### src/rtl/fp_trunc_sched.sv
// rtl/fp_trunc_sched.sv - round-robin scheduler sharing one FP32 truncate unit among NREQ requesters
module fp_trunc_sched #(
    parameter  int NREQ = 4,
    localparam int TW   = $clog2(NREQ)
) (
    input  logic                 clk,
    input  logic                 rst_n,
    input  logic [NREQ-1:0]      req_valid,
    input  logic [NREQ*32-1:0]   req_data,
    output logic [NREQ-1:0]      req_ready,
    output logic [NREQ-1:0]      resp_valid,
    output logic [NREQ*32-1:0]   resp_data,
    output logic [NREQ-1:0]      resp_ovf,
    input  logic [NREQ-1:0]      resp_ready,
    output logic                 unit_ce,
    output logic [31:0]          unit_i,
    input  logic [31:0]          unit_o,
    output logic                 busy
);

    typedef enum logic [1:0] {
        S_EMPTY   = 2'd0,
        S_PENDING = 2'd1,
        S_FULL    = 2'd2
    } slot_t;

    slot_t           state_q [NREQ];
    slot_t           state_d [NREQ];
    logic [31:0]     data_q  [NREQ];
    logic [NREQ-1:0] ovf_q;
    logic [TW-1:0]   ptr_q;
    logic [TW-1:0]   ptr_d;
    logic [TW-1:0]   gnt_idx;
    logic            any_gnt;
    logic [NREQ-1:0] elig;
    logic [NREQ-1:0] gnt_oh;
    logic            ovf_now;

    // A popping slot is still FULL this cycle, so it cannot be re-granted until the next one.
    always_comb begin
        elig = '0;
        for (int k = 0; k < NREQ; k++) begin
            elig[k] = rst_n && req_valid[k] && (state_q[k] == S_EMPTY);
        end
    end

    always_comb begin
        logic [TW:0] idx;
        any_gnt = 1'b0;
        gnt_idx = '0;
        idx     = '0;
        for (int i = 0; i < NREQ; i++) begin
            idx = {1'b0, ptr_q} + (TW+1)'(i);
            if (idx >= (TW+1)'(NREQ)) begin
                idx = idx - (TW+1)'(NREQ);
            end
            if (!any_gnt && elig[idx[TW-1:0]]) begin
                any_gnt = 1'b1;
                gnt_idx = idx[TW-1:0];
            end
        end
    end

    always_comb begin
        ptr_d = ptr_q;
        if (any_gnt) begin
            ptr_d = (gnt_idx == TW'(NREQ - 1)) ? '0 : gnt_idx + 1'b1;
        end
    end

    assign gnt_oh    = any_gnt ? (NREQ'(1) << gnt_idx) : '0;
    assign req_ready = gnt_oh;
    assign unit_ce   = any_gnt;
    assign unit_i    = any_gnt ? req_data[32*gnt_idx +: 32] : 32'h0;

    // Exponent >= 158 means |x| >= 2^31, Inf or NaN; -2^31 itself still fits int32.
    assign ovf_now = (unit_o[30:23] >= 8'd158) && (unit_o != 32'hCF00_0000);

    always_comb begin
        for (int k = 0; k < NREQ; k++) begin
            state_d[k] = state_q[k];
            case (state_q[k])
                S_EMPTY:   if (gnt_oh[k]) state_d[k] = S_PENDING;
                S_PENDING: state_d[k] = S_FULL;
                S_FULL:    if (resp_ready[k]) state_d[k] = S_EMPTY;
                default:   state_d[k] = S_EMPTY;
            endcase
        end
    end

    always_ff @(posedge clk or negedge rst_n) begin
        if (!rst_n) begin
            ptr_q <= '0;
            ovf_q <= '0;
            for (int k = 0; k < NREQ; k++) begin
                state_q[k] <= S_EMPTY;
                data_q[k]  <= 32'h0;
            end
        end else begin
            ptr_q <= ptr_d;
            for (int k = 0; k < NREQ; k++) begin
                state_q[k] <= state_d[k];
                if (state_q[k] == S_PENDING) begin
                    data_q[k] <= unit_o;
                    ovf_q[k]  <= ovf_now;
                end
            end
        end
    end

    always_comb begin
        resp_valid = '0;
        resp_data  = '0;
        busy       = 1'b0;
        for (int k = 0; k < NREQ; k++) begin
            resp_valid[k]        = (state_q[k] == S_FULL);
            resp_data[32*k +: 32] = data_q[k];
            busy                 = busy | (state_q[k] != S_EMPTY);
        end
    end

    assign resp_ovf = ovf_q & resp_valid;

endmodule

### config.mk
export PLATFORM = sky130hd
export DESIGN_NAME = fp_trunc_sched
export DESIGN_NICKNAME = d
export VERILOG_FILES = /design/src/rtl/fp_trunc_sched.sv
export SDC_FILE = /design/constraint.sdc
export NUM_CORES = 1
export LEC_CHECK = 0
export ABC_AREA = 1
export BUFFER_PORTS_ARGS = -buffer_cell sky130_fd_sc_hd__buf_4
export CAP_MARGIN = 20
export CORE_AREA = 2 2 134 136
export DETAILED_ROUTE_END_ITERATION = 8
export DIE_AREA = 0 0 136 138
export PLACE_DENSITY = 0.74
export SETUP_SLACK_MARGIN = 0.1
export SYNTH_ARGS = -nofsm -noshare
export SYNTH_HDL_FRONTEND = slang
export SYNTH_SLANG_ARGS = --single-unit
### constraint.sdc
create_clock -name clk -period 3.52 [get_ports clk]
set_input_delay 0.176 -clock clk [delete_from_list [all_inputs] [get_ports clk]]
set_output_delay 0.176 -clock clk [all_outputs]
set_load 0.02 [all_outputs]
* Word level (Yosys, flattened, before mapping)
Cells that the tools add are included.
** Word-level totals
- Input bits :: 170
- Register bits after elaboration :: 142
- Memories :: 0
- Bits in writable memories :: 0
- Memory bits (read-only) :: 0
- Bits in latches :: 0
** Operators by class
- Divide/modulo/power cells :: 0
- Add/subtract/negate cells :: 8
- Shift-type cells :: 2
- Multiplexer cells :: 35
- Bitwise gates (word level) :: 4
- Eq/ne operators :: 18
- Multipliers :: 0
- $lt $le $gt $ge :: 9
- Reduce and logical (&&, ||, !) cells :: 27
** Operator list (number)
- variable part select 128 x 8 -> 32 bit :: 1
- two-way mux 2 bit :: 17
- two-way mux 32 bit :: 1
- != test 32 bit (second input constant) :: 1
- case mux 2 bit (3 select lines) :: 4
- logical AND 1 bit :: 12
- < comparator 2 x 3 -> 1 bit (second input constant) :: 4
- equality test 2 bit (second input constant) :: 5
- >= comparator 3 bit (second input constant) :: 3
- binary-select mux 1 bit (select 2 bit) :: 4
- equality test 2 x 1 -> 1 bit (second input constant) :: 4
- >= comparator 8 bit (second input constant) :: 1
- zero test 2 bit :: 4
- two-way mux 1 bit :: 8
- != test 2 x 1 -> 1 bit (second input constant) :: 4
- != test 2 bit (second input constant) :: 4
- AND reduction 2 bit :: 4
- nonzero test 2 bit :: 4
- subtractor 2 x 1 -> 2 bit (second input constant) :: 4
- adder 2 x 2 -> 3 bit (second input constant) :: 2
- bitwise AND 4 bit :: 1
- two-way mux 4 bit :: 1
- << shifter 1 x 2 -> 4 bit (first input constant) :: 1
- adder 2 x 1 -> 3 bit (second input constant) :: 1
- other kinds (4) :: 8

* Longest topological paths before layout
Gate-level depths: netlist (run 1).
- Word-level depth :: 18
- Gate-level depth with buffers :: 16

* Worst setup path after synthesis (run 1)
Ideal clock, no wire load.
- Path type :: register -> output
- From :: register ptr_q[0]
- To :: output port unit_i[27]
- Buffers on the path :: 3
- Cell stages (with the launch flop) :: 15
- Data required time :: 3.344 ns
- Setup slack :: 1.416 ns
- Arrival time :: 1.928 ns
- Path through :: dfrtp_1 -> buf_6 -> inv_4 -> nand2_1 -> nand2_2 -> inv_2 -> nand3_2 -> nand2_2 -> a21oi_1 -> nand2_1 -> buf_4 -> buf_2 -> nand3_1 -> nand3_1 -> a21oi_1
** Between the ends
- Longest elaborated chain between the ends :: 16
- Elaborated cells on any way between the ends :: 39
- Those cells by class :: add/sub (7); order compare (4); shift (1); mux (21); reduce/logical (6)
** RTL lines
- from (decl) :: line 31 : logic [TW-1:0] ptr_q;
- from (signal assigned) :: line 100 : ptr_q <= ptr_d;
- parallel branches: the longest is 15 deep, another holds adder 2 x 1 -> 3 bit
- two-way mux 32 bit * :: line 74 : assign unit_i = any_gnt ? req_data[32*gnt_idx +: 32] : 32'h0;
- to (decl) :: line 16 : output logic [31:0] unit_i,
Mark *: on every way between the ends. The select of a mux whose other input is x is not followed.

* Worst setup path in the final report (run 1)
- From :: register ptr_q[0]
- To :: output port unit_i[25]
The elaborated chain is that of the path after synthesis.

==> results of run 1 <==
-- worst reg2reg max path, cell delays in order (launching register included) --
cell	delay, ns
sky130_fd_sc_hd__dfrtp_1	0.50
sky130_fd_sc_hd__inv_4	0.14
sky130_fd_sc_hd__nand3_1	0.14
sky130_fd_sc_hd__nand2_1	0.12
sky130_fd_sc_hd__nand2_1	0.05
sky130_fd_sc_hd__nand2_1	0.15
sky130_fd_sc_hd__nand4_1	0.09
sky130_fd_sc_hd__and2_1	0.15
sky130_fd_sc_hd__nand2_2	0.06
sky130_fd_sc_hd__buf_4	0.45
sky130_fd_sc_hd__ha_1	0.25
sky130_fd_sc_hd__inv_1	0.07
sky130_fd_sc_hd__nor4_1	0.20
-- placed cells by master, fill, tap and decap left out, drive strengths merged --
cell,netlist,layout
diode,0,1
clkbuf,26,18
a21oi,37,37
nor3,3,3
o21ai,135,135
dlygate4sd3,0,5
nand4,7,7
bufinv,0,3
clkinvlp,0,3
ha,1,1
inv,122,127
nor4,4,4
dfrtp,142,142
and2,1,1
nor2,24,24
buf,34,357
nand2,296,296
clkinv,0,2
nand3,112,112
-- through the flow --
step                      hold WS (ns)  cell area (um2)
final                          0.08819            10660
after global routing           0.09220            10660
after CTS                      0.07711            10590
after detailed placement        0.3717             9921
after global placement          0.3741             9921
after floorplan                -0.1196             7295
-- routing by layer --
metal | vias up | share of wire | GRT usage
met4 | 0 | 0.067 | 0.1798
li1 | 3636 | - | -
met3 | 72 | 0.088 | 0.07517
met1 | 3453 | 0.36 | 0.3088
met5 | - | 0 | 0
met2 | 364 | 0.49 | 0.4528
-- report_power, final --
group          total, W  internal (W)  switching, W
clock network   0.00186       0.00115      0.000718
logic           0.00877       0.00317       0.00560
registers       0.00293       0.00245      0.000473
-- area by class of cell --
cell class / instances / area, um2
tap: 229 / 286.5
multi-input combinational: 620 / 2947
sequential: 142 / 3553
clock inverter: 13 / 176.4
antenna: 1 / 2.502
inverter: 122 / 460.4
clock buffer: 18 / 439.2
fill: 1600 / 6870
timing repair buffer: 362 / 2799
-- flip-flops by register name (all words and copies together), names as in the netlist --
register   count
resp_data    128
state_q        8
ovf_q          4
ptr_q          2
-- worst max-delay path by stage --
stage | slack (ns) | end | start | cells after the start
finish | 0.39 | unit_i[25] | ptr_q[0] | 14
global route | 0.14 | unit_i[25] | state_q[2] | 15
CTS | 0.30 | unit_i[25] | ptr_q[0] | 14
detailed placement | 0.75 | unit_i[25] | ptr_q[0] | 13
global placement | 0.84 | unit_i[25] | state_q[1] | 13
floorplan | 1.42 | unit_i[27] | ptr_q[0] | 14
-- what timing repair did --
action / in CTS / in global routing
setup endpoints to repair: 0 / 1
hold buffers: 5 / 0
resized for setup: 0 / 2
hold endpoints to repair: 64 / 0
-- cells by family after synthesis --
family,count (synthesis)
simple gates,447
buf+inv,182
compound gates,172
flops,142
fa+ha+maj,1
==> flow_results.xml, run 1 <==
<?xml version="1.0" encoding="UTF-8"?>
<metrics>
  <group name="synthesis">
    <metric name="synth-xor-area-share" unit="">0</metric>
    <metric name="ys_top_cells_by_area" unit="">sky130_fd_sc_hd__dfrtp_1 49%, sky130_fd_sc_hd__nand2_1 15%, sky130_fd_sc_hd__o21ai_0 9.3%, sky130_fd_sc_hd__nand3_1 6.2%, sky130_fd_sc_hd__inv_1 6.1%</metric>
    <metric name="synth_common_cells" unit="">289 x sky130_fd_sc_hd__nand2_1, 142 x sky130_fd_sc_hd__dfrtp_1, 135 x sky130_fd_sc_hd__o21ai_0, 118 x sky130_fd_sc_hd__inv_1, 91 x sky130_fd_sc_hd__nand3_1</metric>
    <metric name="synth_simple_gate_area_frac" unit="">0.2717</metric>
    <metric name="synth.mux.area_fraction" unit="">0</metric>
    <metric name="netlist-cell-type-count" unit="">25</metric>
    <metric name="number_of_synthesized_register_bits" unit="">142</metric>
    <metric name="synthAdderAreaFrac" unit="">0.001715</metric>
    <metric name="postSynthCellCount" unit="">944</metric>
    <metric name="synth_compound_gate_area_share" unit="">0.1283</metric>
    <metric name="synth_area" unit="um2">7294</metric>
    <metric name="synth-edff-count" unit="">0</metric>
    <metric name="synth.net_count" unit="">1115</metric>
    <metric name="synth_async_sr_flop_share" unit="">1.000</metric>
    <metric name="synth.yosys.warnings" unit="">0</metric>
    <metric name="syn-mean-instance-area" unit="um2">7.727</metric>
    <metric name="post-synth-top-count-cell" unit="">sky130_fd_sc_hd__nand2_1</metric>
    <metric name="synth.yosys.seq_area_share" unit="">0.4871</metric>
    <metric name="top_ff_cell_synth" unit="">sky130_fd_sc_hd__dfrtp_1</metric>
    <metric name="synth_top_area_share" unit="">0.4871</metric>
    <metric name="synth_top_area_cell" unit="">sky130_fd_sc_hd__dfrtp_1</metric>
    <metric name="combinational_family_with_the_most_area_after_synthesis" unit="">simple AND/OR/NAND/NOR gates</metric>
  </group>
  <group name="placement">
    <metric name="dp.final_hpwl" unit="mm">19.36</metric>
    <metric name="place.port_buffers" unit="">343</metric>
    <metric name="gpl.final_weighted_congestion" unit="">0.8917</metric>
    <metric name="preCtsSetupSlack" unit="ns">0.7546</metric>
    <metric name="post-place-cells" unit="">1467</metric>
  </group>
  <group name="drt">
    <metric name="vias" unit="">7525</metric>
    <metric name="route.final.wire_length" unit="mm">25.70</metric>
    <metric name="route.detailed.wl_per_inst" unit="um">17.05</metric>
    <metric name="viasPerCell" unit="">4.993</metric>
    <metric name="drc" unit="">0</metric>
    <metric name="dr.first_iter.drc_count" unit="">505</metric>
    <metric name="remaining_antenna_violation_count_after_routing" unit="">0</metric>
    <metric name="drt_pass1_iterations" unit="">5</metric>
  </group>
  <group name="power_and_ir_drop">
    <metric name="ir_drop" unit="V">0.0006915</metric>
    <metric name="power_density" unit="nW/um2">1272</metric>
    <metric name="finalPower" unit="W">0.01356</metric>
    <metric name="static-leakage-power" unit="nW">5.846</metric>
  </group>
  <group name="grt">
    <metric name="grt_usage" unit="">0.2744</metric>
    <metric name="antenna_found_initial" unit="">1</metric>
    <metric name="grt_pass1_vias" unit="">7307</metric>
    <metric name="grt_remaining_overflow" unit="">0</metric>
    <metric name="grt_max_degree" unit="">83</metric>
    <metric name="grt_pass1_wl" unit="mm">39.78</metric>
  </group>
  <group name="timing">
    <metric name="slew_violations" unit="">0</metric>
    <metric name="final_min_period_over_clock_period" unit="">0.8883</metric>
    <metric name="finalCriticalPeriod" unit="ns">3.127</metric>
    <metric name="timing.setup.tns" unit="ns">0</metric>
    <metric name="worst_clock_skew" unit="ns">0.004140</metric>
    <metric name="final_critical_path_setup_slack" unit="ns">0.3931</metric>
    <metric name="clock.fmax" unit="GHz">0.3198</metric>
    <metric name="setup-violations-final" unit="">0</metric>
    <metric name="timing.slew.headroom" unit="">0.4656</metric>
    <metric name="timing.final.hold_violations" unit="">0</metric>
    <metric name="grt_setup_unrepaired" unit="">no</metric>
    <metric name="slew_at_the_pin_closest_to_its_max_slew_limit" unit="ns">0.7966</metric>
  </group>
  <group name="cts">
    <metric name="cts_buffers" unit="">17</metric>
    <metric name="clkSlewWorstSetupHoldPaths" unit="ns">0.06</metric>
    <metric name="clock_tree.buffer_depth" unit="">2</metric>
    <metric name="h-tree-depth" unit="">4</metric>
    <metric name="tritoncts_num_sinks" unit="">142</metric>
    <metric name="cts_root_cell" unit="">sky130_fd_sc_hd__clkbuf_16</metric>
    <metric name="worst_skew_pair.late_latency" unit="ns">0.41</metric>
    <metric name="number_of_setup_buffers_added_after_cts" unit="">0</metric>
    <metric name="tritoncts" unit="">done</metric>
  </group>
  <group name="floorplanning">
    <metric name="initial_core_util" unit="">0.4160</metric>
    <metric name="floorplan.core_area" unit="um2">17530</metric>
    <metric name="floorplan.rows" unit="">49</metric>
    <metric name="ioPinCount" unit="">344</metric>
    <metric name="die-width" unit="um">136</metric>
    <metric name="die-height" unit="um">138</metric>
    <metric name="fp.dieArea" unit="um2">18770</metric>
  </group>
  <group name="layout">
    <metric name="drive_above_1_share" unit="">0.3493</metric>
    <metric name="syn2layout_area_growth" unit="%">46.19</metric>
    <metric name="final_cell_count_no_fill" unit="">1507</metric>
    <metric name="final_standard_cell_utilization_of_the_core" unit="">0.6082</metric>
    <metric name="post_layout_net_count" unit="">1436</metric>
  </group>
  <group name="setup_path">
    <metric name="cp_common_cell" unit="">sky130_fd_sc_hd__nand2_1</metric>
    <metric name="timing.critical_path.max_delay_family" unit="">simple AND/OR/NAND/NOR gates</metric>
    <metric name="timing.critical_path.slowest_cell_delay" unit="ns">0.55</metric>
    <metric name="timing.critical_path.cells" unit="">inv_4, nand3_1, nand2_1, nand2_1, nand2_1, a21oi_1, nand2_2, nand2_2, buf_12, nand2_1, nand2_1, nand2_1, a21oi_2, buf_4</metric>
    <metric name="timing.critical_path.slowest_stage_cell" unit="">sky130_fd_sc_hd__dfrtp_1</metric>
    <metric name="rrSetupSlack" unit="ns">1.05</metric>
    <metric name="rr_startpoint" unit="">ptr_q[0]</metric>
    <metric name="critPathMaxFanout" unit="">46</metric>
    <metric name="timing.reg2reg.worst_path_depth" unit="">12</metric>
    <metric name="cp-start-kind" unit="">flop</metric>
    <metric name="reg2reg_to" unit="">state_q[0]</metric>
    <metric name="endpoint_kind" unit="">primary output</metric>
    <metric name="timing.critical_path.required" unit="ns">3.34</metric>
    <metric name="timing_worst_setup_path_type" unit="">reg -&gt; out</metric>
    <metric name="cp.arrival" unit="ns">2.95</metric>
    <metric name="number_of_buffers_and_inverters_on_the_critical_path" unit="">3</metric>
  </group>
  <group name="min_path">
    <metric name="min_from" unit="">unit_o[23]</metric>
    <metric name="holdCritPathClass" unit="">in -&gt; reg</metric>
    <metric name="hold-path-endpoint" unit="">resp_data[87]</metric>
    <metric name="worst_hold_path_cell_count" unit="">3</metric>
  </group>
  <group name="run">
    <metric name="maxCapViolCount" unit="">0</metric>
  </group>
  <group name="outcome">
    <metric name="run_status" unit="">finished, final reports clean</metric>
  </group>
</metrics>
No activity file was read; power rests on OpenSTA's default activity.
==> run 2: changes to the inputs <==
--- a/config.mk
+++ b/config.mk
@@ -6,12 +6,11 @@
 export NUM_CORES = 1
 export LEC_CHECK = 0
 export ABC_AREA = 1
-export BUFFER_PORTS_ARGS = -buffer_cell sky130_fd_sc_hd__buf_4
 export CAP_MARGIN = 20
-export CORE_AREA = 2 2 134 136
+export CORE_AREA = 2 2 133 135
 export DETAILED_ROUTE_END_ITERATION = 8
-export DIE_AREA = 0 0 136 138
-export PLACE_DENSITY = 0.74
+export DIE_AREA = 0 0 135 137
+export DONT_BUFFER_PORTS = 1
 export SETUP_SLACK_MARGIN = 0.1
 export SYNTH_ARGS = -nofsm -noshare
 export SYNTH_HDL_FRONTEND = slang
==> run 2 against run 1 <==
Effect of this change:
- the run now ends with negative hold slack left
- setup slack got worse by 0.053 ns
- clock-buffer cell count rose by 2
- clock skew rose by 0.0062 ns
- via count fell by 17%
- non-clock buffer count fell by 302
- routed wire length fell by 15%
==> flow_results.xml, run 2 (synthesized netlist as in run 1, its figures left out) <==
<?xml version="1.0" encoding="UTF-8"?>
<metrics>
  <group name="outcome">
    <metric name="run_status" unit="">finished, violations left</metric>
    <metric name="violations" unit="">negative hold slack</metric>
  </group>
  <group name="layout">
    <metric name="fill_cells" unit="">1699</metric>
    <metric name="final_cell_count_no_fill" unit="">1203</metric>
    <metric name="syn2layout_area_growth" unit="%">15.52</metric>
    <metric name="drive_above_1_share" unit="">0.1311</metric>
    <metric name="post_layout_net_count" unit="">1134</metric>
    <metric name="max_reg_flops" unit="">128</metric>
    <metric name="final_common_cell" unit="">sky130_fd_sc_hd__nand2_1</metric>
    <metric name="final_standard_cell_utilization_of_the_core" unit="">0.4941</metric>
    <metric name="commonest_cells_after_routing_fill_and_taps_aside" unit="">285 x sky130_fd_sc_hd__nand2_1, 142 x sky130_fd_sc_hd__dfrtp_1, 135 x sky130_fd_sc_hd__o21ai_0</metric>
  </group>
  <group name="setup_path">
    <metric name="timing.critical_path.slowest_stage_cell" unit="">sky130_fd_sc_hd__dfrtp_1</metric>
    <metric name="cp_common_cell" unit="">sky130_fd_sc_hd__nand2_1</metric>
    <metric name="critPathMaxFanout" unit="">14</metric>
    <metric name="endpoint_kind" unit="">primary output</metric>
    <metric name="timing.critical_path.slowest_cell_delay" unit="ns">0.57</metric>
    <metric name="timing_worst_setup_path_type" unit="">reg -&gt; out</metric>
    <metric name="cp.arrival" unit="ns">3.00</metric>
    <metric name="timing.critical_path.cells" unit="">inv_4, nand3_1, nand2_1, nand2_1, nand2_1, nand4_1, and2_1, nand2_2, inv_1, nand2_1, a21oi_2, buf_12</metric>
    <metric name="timing.critical_path.required" unit="ns">3.34</metric>
    <metric name="cp-start-kind" unit="">flop</metric>
  </group>
  <group name="grt">
    <metric name="grt_usage" unit="">0.2342</metric>
    <metric name="grt_max_degree" unit="">147</metric>
    <metric name="antenna_found_initial" unit="">2</metric>
    <metric name="grt_remaining_overflow" unit="">0</metric>
    <metric name="grt_pass1_wl" unit="mm">33.28</metric>
    <metric name="grt_pass1_vias" unit="">5915</metric>
  </group>
  <group name="timing">
    <metric name="timing.final.hold_violations" unit="">142</metric>
    <metric name="timing.slew.headroom" unit="">0.3388</metric>
    <metric name="clock.fmax" unit="GHz">0.3144</metric>
    <metric name="slew_at_the_pin_closest_to_its_max_slew_limit" unit="ns">0.9917</metric>
    <metric name="grt_setup_unrepaired" unit="">no</metric>
    <metric name="slew_violations" unit="">0</metric>
    <metric name="timing.setup.tns" unit="ns">0</metric>
    <metric name="hold_ws" unit="ns">-0.5548</metric>
    <metric name="worst_clock_skew" unit="ns">0.01032</metric>
    <metric name="finalCriticalPeriod" unit="ns">3.180</metric>
    <metric name="setup-violations-final" unit="">0</metric>
    <metric name="final_min_period_over_clock_period" unit="">0.9035</metric>
  </group>
  <group name="cts">
    <metric name="cts_buffers" unit="">17</metric>
    <metric name="worst_skew_pair.late_latency" unit="ns">0.43</metric>
    <metric name="tritoncts" unit="">done</metric>
    <metric name="holdBufCountCts" unit="">22</metric>
    <metric name="h-tree-depth" unit="">4</metric>
    <metric name="tritoncts_num_sinks" unit="">142</metric>
    <metric name="clock_tree.buffer_depth" unit="">2</metric>
    <metric name="cts_root_cell" unit="">sky130_fd_sc_hd__clkbuf_16</metric>
    <metric name="clkSlewWorstSetupHoldPaths" unit="ns">0.06</metric>
  </group>
  <group name="floorplanning">
    <metric name="floorplan.rows" unit="">48</metric>
    <metric name="ioPinCount" unit="">344</metric>
    <metric name="initial_core_util" unit="">0.4277</metric>
    <metric name="fp.dieArea" unit="um2">18500</metric>
    <metric name="die-width" unit="um">135</metric>
    <metric name="die-height" unit="um">137</metric>
    <metric name="floorplan.core_area" unit="um2">17060</metric>
  </group>
  <group name="placement">
    <metric name="dp.final_hpwl" unit="mm">15.47</metric>
    <metric name="place.port_buffers" unit="">0</metric>
    <metric name="post-place-cells" unit="">1146</metric>
    <metric name="gpl.final_weighted_congestion" unit="">0.8593</metric>
  </group>
  <group name="run">
    <metric name="maxCapViolCount" unit="">0</metric>
  </group>
  <group name="drt">
    <metric name="route.detailed.wl_per_inst" unit="um">18.12</metric>
    <metric name="drt_pass1_iterations" unit="">4</metric>
    <metric name="remaining_antenna_violation_count_after_routing" unit="">0</metric>
    <metric name="route.final.wire_length" unit="mm">21.80</metric>
    <metric name="dr.first_iter.drc_count" unit="">234</metric>
    <metric name="viasPerCell" unit="">5.190</metric>
    <metric name="drc" unit="">0</metric>
    <metric name="vias" unit="">6244</metric>
  </group>
  <group name="min_path">
    <metric name="holdCritPathClass" unit="">in -&gt; async</metric>
  </group>
</metrics>
-- run 2: critical path: cells and delay by family (launching register included) --
| kind | cells | cell delay [ns] |
|---|---|---|
| AO/OA/AOI/OAI | 1 | 0.31 |
| AND/OR/NAND/NOR | 8 | 0.99 |
| buffers and inverters | 3 | 0.69 |
| flip-flops | 1 | 0.57 |
-- run 2: final timing paths --
kind	startpoint	endpoint	slack (ns)	depth (start not counted)
worst min register to register	state_q[0]	state_q[0]	0.46	1
worst min-delay path	rst_n	resp_data[82]	-0.55	0
worst max-delay path	ptr_q[0]	unit_i[25]	0.34	12
min in group clk	unit_o[14]	resp_data[110]	0.01	2
max in group asynchronous	rst_n	resp_data[77]	3.85	0
worst max register to register	ptr_q[0]	ptr_q[0]	1.15	10
-- run 2: routing by layer --
layer | GRT usage | up-vias | part of all wire
met3 | 0.06963 | 43 | 0.082
met1 | 0.2781 | 2893 | 0.39
met5 | 0 | - | 0
li1 | - | 3034 | -
met4 | 0.09780 | 0 | 0.032
met2 | 0.3971 | 274 | 0.49
-- run 2: final cells by class --
| type | instances | area (um2) | area share |
|---|---|---|---|
| clock buffers | 20 | 456.7 | 0.05419 |
| repair buffers | 60 | 566.8 | 0.06726 |
| clock inverters | 12 | 156.4 | 0.01856 |
| flip-flops and latches | 142 | 3553 | 0.4217 |
| multi-input cells | 620 | 2947 | 0.3497 |
| well taps | 225 | 281.5 | 0.03341 |
| inverters | 122 | 460.4 | 0.05464 |
| diodes | 2 | 5.005 | 0.0005939 |
-- run 2: what timing repair did --
item / in CTS / in global routing
resized for setup: 0 / 3
endpoints found under the hold margin: 212 / 142
setup buffers: 0 / 0
endpoints found under the setup margin: 0 / 14
-- run 2: stage by stage --
| stage | worst slack (ns) | cell area [um2] |
|---|---|---|
| after global routing | 0.1075 | 8427 |
| after detailed placement | 0.7331 | 7557 |
| after CTS | 0.2731 | 8391 |
| final | 0.3396 | 8427 |
| after global placement | 0.7248 | 7557 |
| after floorplan | 1.416 | 7295 |
Power of run 2 is not shown: default switching activity piles up to over one toggle a cycle in this logic, so the estimate is an artifact.
==> run 3: changes to the inputs <==
==> constraint.sdc (replaced) <==
create_clock -name clk -period 3.6 [get_ports clk]
set_input_delay 0.36 -clock clk [delete_from_list [all_inputs] [get_ports clk]]
set_output_delay 0.36 -clock clk [all_outputs]
set_load 0.02 [all_outputs]
==> run 3 against run 2 <==
Effect of this change:
- the run still ends with negative hold slack left
- global-route usage decreased by 0.44 points
- die area unchanged
- first-iteration DRC count increased by 44%
- clock skew increased by 0.0020 ns
- flip-flop and latch count unchanged
- utilization decreased by 1.3 points
- cell count decreased by 2.2%
- clock-buffer cell count decreased by 1
- critical endpoint is now unit_i[16]
==> flow_results.xml, run 3 (synthesized netlist as in run 1, its figures left out) <==
<?xml version="1.0" encoding="UTF-8"?>
<metrics>
  <group name="outcome">
    <metric name="run_status" unit="">finished, violations left</metric>
    <metric name="violations" unit="">negative hold slack</metric>
  </group>
  <group name="timing">
    <metric name="clock.fmax" unit="GHz">0.3046</metric>
    <metric name="timing.setup.tns" unit="ns">0</metric>
    <metric name="timing.slew.headroom" unit="">0.3102</metric>
    <metric name="grt_setup_unrepaired" unit="">no</metric>
    <metric name="setup-violations-final" unit="">0</metric>
    <metric name="worst_clock_skew" unit="ns">0.01230</metric>
    <metric name="slew_violations" unit="">0</metric>
    <metric name="slew_at_the_pin_closest_to_its_max_slew_limit" unit="ns">1.035</metric>
    <metric name="final_critical_path_setup_slack" unit="ns">0.3167</metric>
    <metric name="finalCriticalPeriod" unit="ns">3.283</metric>
    <metric name="final_min_period_over_clock_period" unit="">0.9120</metric>
    <metric name="timing.final.hold_violations" unit="">142</metric>
    <metric name="hold_ws" unit="ns">-0.3612</metric>
  </group>
  <group name="floorplanning">
    <metric name="die-width" unit="um">135</metric>
    <metric name="die-height" unit="um">137</metric>
    <metric name="ioPinCount" unit="">344</metric>
    <metric name="floorplan.rows" unit="">48</metric>
    <metric name="fp.dieArea" unit="um2">18500</metric>
    <metric name="initial_core_util" unit="">0.4277</metric>
    <metric name="floorplan.core_area" unit="um2">17060</metric>
  </group>
  <group name="placement">
    <metric name="dp.final_hpwl" unit="mm">15.55</metric>
    <metric name="place.port_buffers" unit="">0</metric>
    <metric name="preCtsSetupSlack" unit="ns">0.6444</metric>
    <metric name="gpl.final_weighted_congestion" unit="">0.9098</metric>
  </group>
  <group name="layout">
    <metric name="post_layout_net_count" unit="">1110</metric>
    <metric name="drive_above_1_share" unit="">0.1314</metric>
    <metric name="max_reg_flops" unit="">128</metric>
    <metric name="syn2layout_area_growth" unit="%">12.47</metric>
    <metric name="commonest_cells_after_routing_fill_and_taps_aside" unit="">285 x sky130_fd_sc_hd__nand2_1, 142 x sky130_fd_sc_hd__dfrtp_1, 135 x sky130_fd_sc_hd__o21ai_0</metric>
    <metric name="final_common_cell" unit="">sky130_fd_sc_hd__nand2_1</metric>
  </group>
  <group name="cts">
    <metric name="clkSlewWorstSetupHoldPaths" unit="ns">0.06</metric>
    <metric name="h-tree-depth" unit="">4</metric>
    <metric name="worst_skew_pair.late_latency" unit="ns">0.42</metric>
    <metric name="tritoncts" unit="">done</metric>
    <metric name="cts_root_cell" unit="">sky130_fd_sc_hd__clkbuf_16</metric>
    <metric name="number_of_setup_buffers_added_after_cts" unit="">0</metric>
    <metric name="clock_tree.buffer_depth" unit="">2</metric>
    <metric name="tritoncts_num_sinks" unit="">142</metric>
    <metric name="cts_buffers" unit="">17</metric>
  </group>
  <group name="drt">
    <metric name="vias" unit="">6184</metric>
    <metric name="drc" unit="">0</metric>
    <metric name="remaining_antenna_violation_count_after_routing" unit="">0</metric>
    <metric name="route.detailed.wl_per_inst" unit="um">18.51</metric>
    <metric name="viasPerCell" unit="">5.254</metric>
    <metric name="route.final.wire_length" unit="mm">21.79</metric>
    <metric name="drt_pass1_iterations" unit="">5</metric>
    <metric name="dr.first_iter.drc_count" unit="">336</metric>
  </group>
  <group name="grt">
    <metric name="grt_max_degree" unit="">147</metric>
    <metric name="antenna_found_initial" unit="">1</metric>
    <metric name="grt_usage" unit="">0.2297</metric>
    <metric name="grt_pass1_wl" unit="mm">32.55</metric>
    <metric name="grt_remaining_overflow" unit="">0</metric>
    <metric name="grt_pass1_vias" unit="">5644</metric>
  </group>
  <group name="setup_path">
    <metric name="cp.arrival" unit="ns">2.92</metric>
    <metric name="cp-start-kind" unit="">flop</metric>
    <metric name="timing_worst_setup_path_type" unit="">reg -&gt; out</metric>
    <metric name="timing.critical_path.required" unit="ns">3.24</metric>
    <metric name="endpoint_kind" unit="">primary output</metric>
    <metric name="critPathMaxFanout" unit="">64</metric>
  </group>
  <group name="run">
    <metric name="maxCapViolCount" unit="">0</metric>
  </group>
  <group name="min_path">
    <metric name="holdCritPathClass" unit="">in -&gt; async</metric>
  </group>
</metrics>
## run 3: layer usage
metal  global-route usage  vias to the layer above  part of all wire
li1                     -                     2991                 -
met1               0.2768                     2877              0.39
met2               0.3807                      281              0.48
met3              0.07889                       35             0.092
met4              0.08796                        0             0.029
met5                    0                        -                 0
## run 3: worst max-delay path: stages (launching register included)
cell                      delay [ns]
sky130_fd_sc_hd__dfrtp_1        0.39
sky130_fd_sc_hd__nor2_1         0.23
sky130_fd_sc_hd__nand3_1        0.17
sky130_fd_sc_hd__nand2_1        0.11
sky130_fd_sc_hd__nand2_1        0.05
sky130_fd_sc_hd__nand2_1        0.15
sky130_fd_sc_hd__a21oi_1        0.12
sky130_fd_sc_hd__nand2_2        0.11
sky130_fd_sc_hd__buf_6          0.39
sky130_fd_sc_hd__nand3_1        0.24
sky130_fd_sc_hd__nand2_1        0.13
sky130_fd_sc_hd__nand2_1        0.07
sky130_fd_sc_hd__a21oi_2        0.13
sky130_fd_sc_hd__buf_4          0.15
## run 3: area by class of cell
cell class | instances | area [um2]
Tap cell | 225 | 281.5
Multi-Input combinational cell | 620 | 2952
Fill cell | 1714 | 8852
Clock inverter | 12 | 183.9
Sequential cell | 142 | 3553
Timing Repair Buffer | 36 | 327.8
Antenna cell | 1 | 2.502
Clock buffer | 19 | 442.9
Inverter | 122 | 460.4
## run 3: timing repair
action | CTS | global route
gates resized for setup | 0 | 3
hold endpoints to repair | 142 | 142
setup endpoints to repair | 0 | 14
## run 3: worst paths after layout
check | start | end | slack [ns] | cells past startpoint
worst min register to register | state_q[0] | state_q[0] | 0.47 | 1
worst max register to register | ptr_q[0] | ptr_q[1] | 1.08 | 13
worst max-delay path | state_q[0] | unit_i[16] | 0.32 | 13
max in group asynchronous | rst_n | ovf_q[1] | 3.80 | 0
worst min-delay path | rst_n | resp_data[82] | -0.36 | 0
min in group clk | resp_ready[2] | state_q[3] | 0.06 | 1
## run 3: through the flow
stage	util	cell area, um2	hold WS (ns)	instances
global placement	0.4422	7542	0.06757	1144
CTS	0.4789	8169	-0.3769	1175
floorplan	-	7295	0.06441	944
finish	0.4810	8204	-0.3612	1177
detailed placement	0.4422	7542	0.06748	1144
global route	0.4809	8202	-0.3829	1176
Power of run 3 is left out for the same reason.
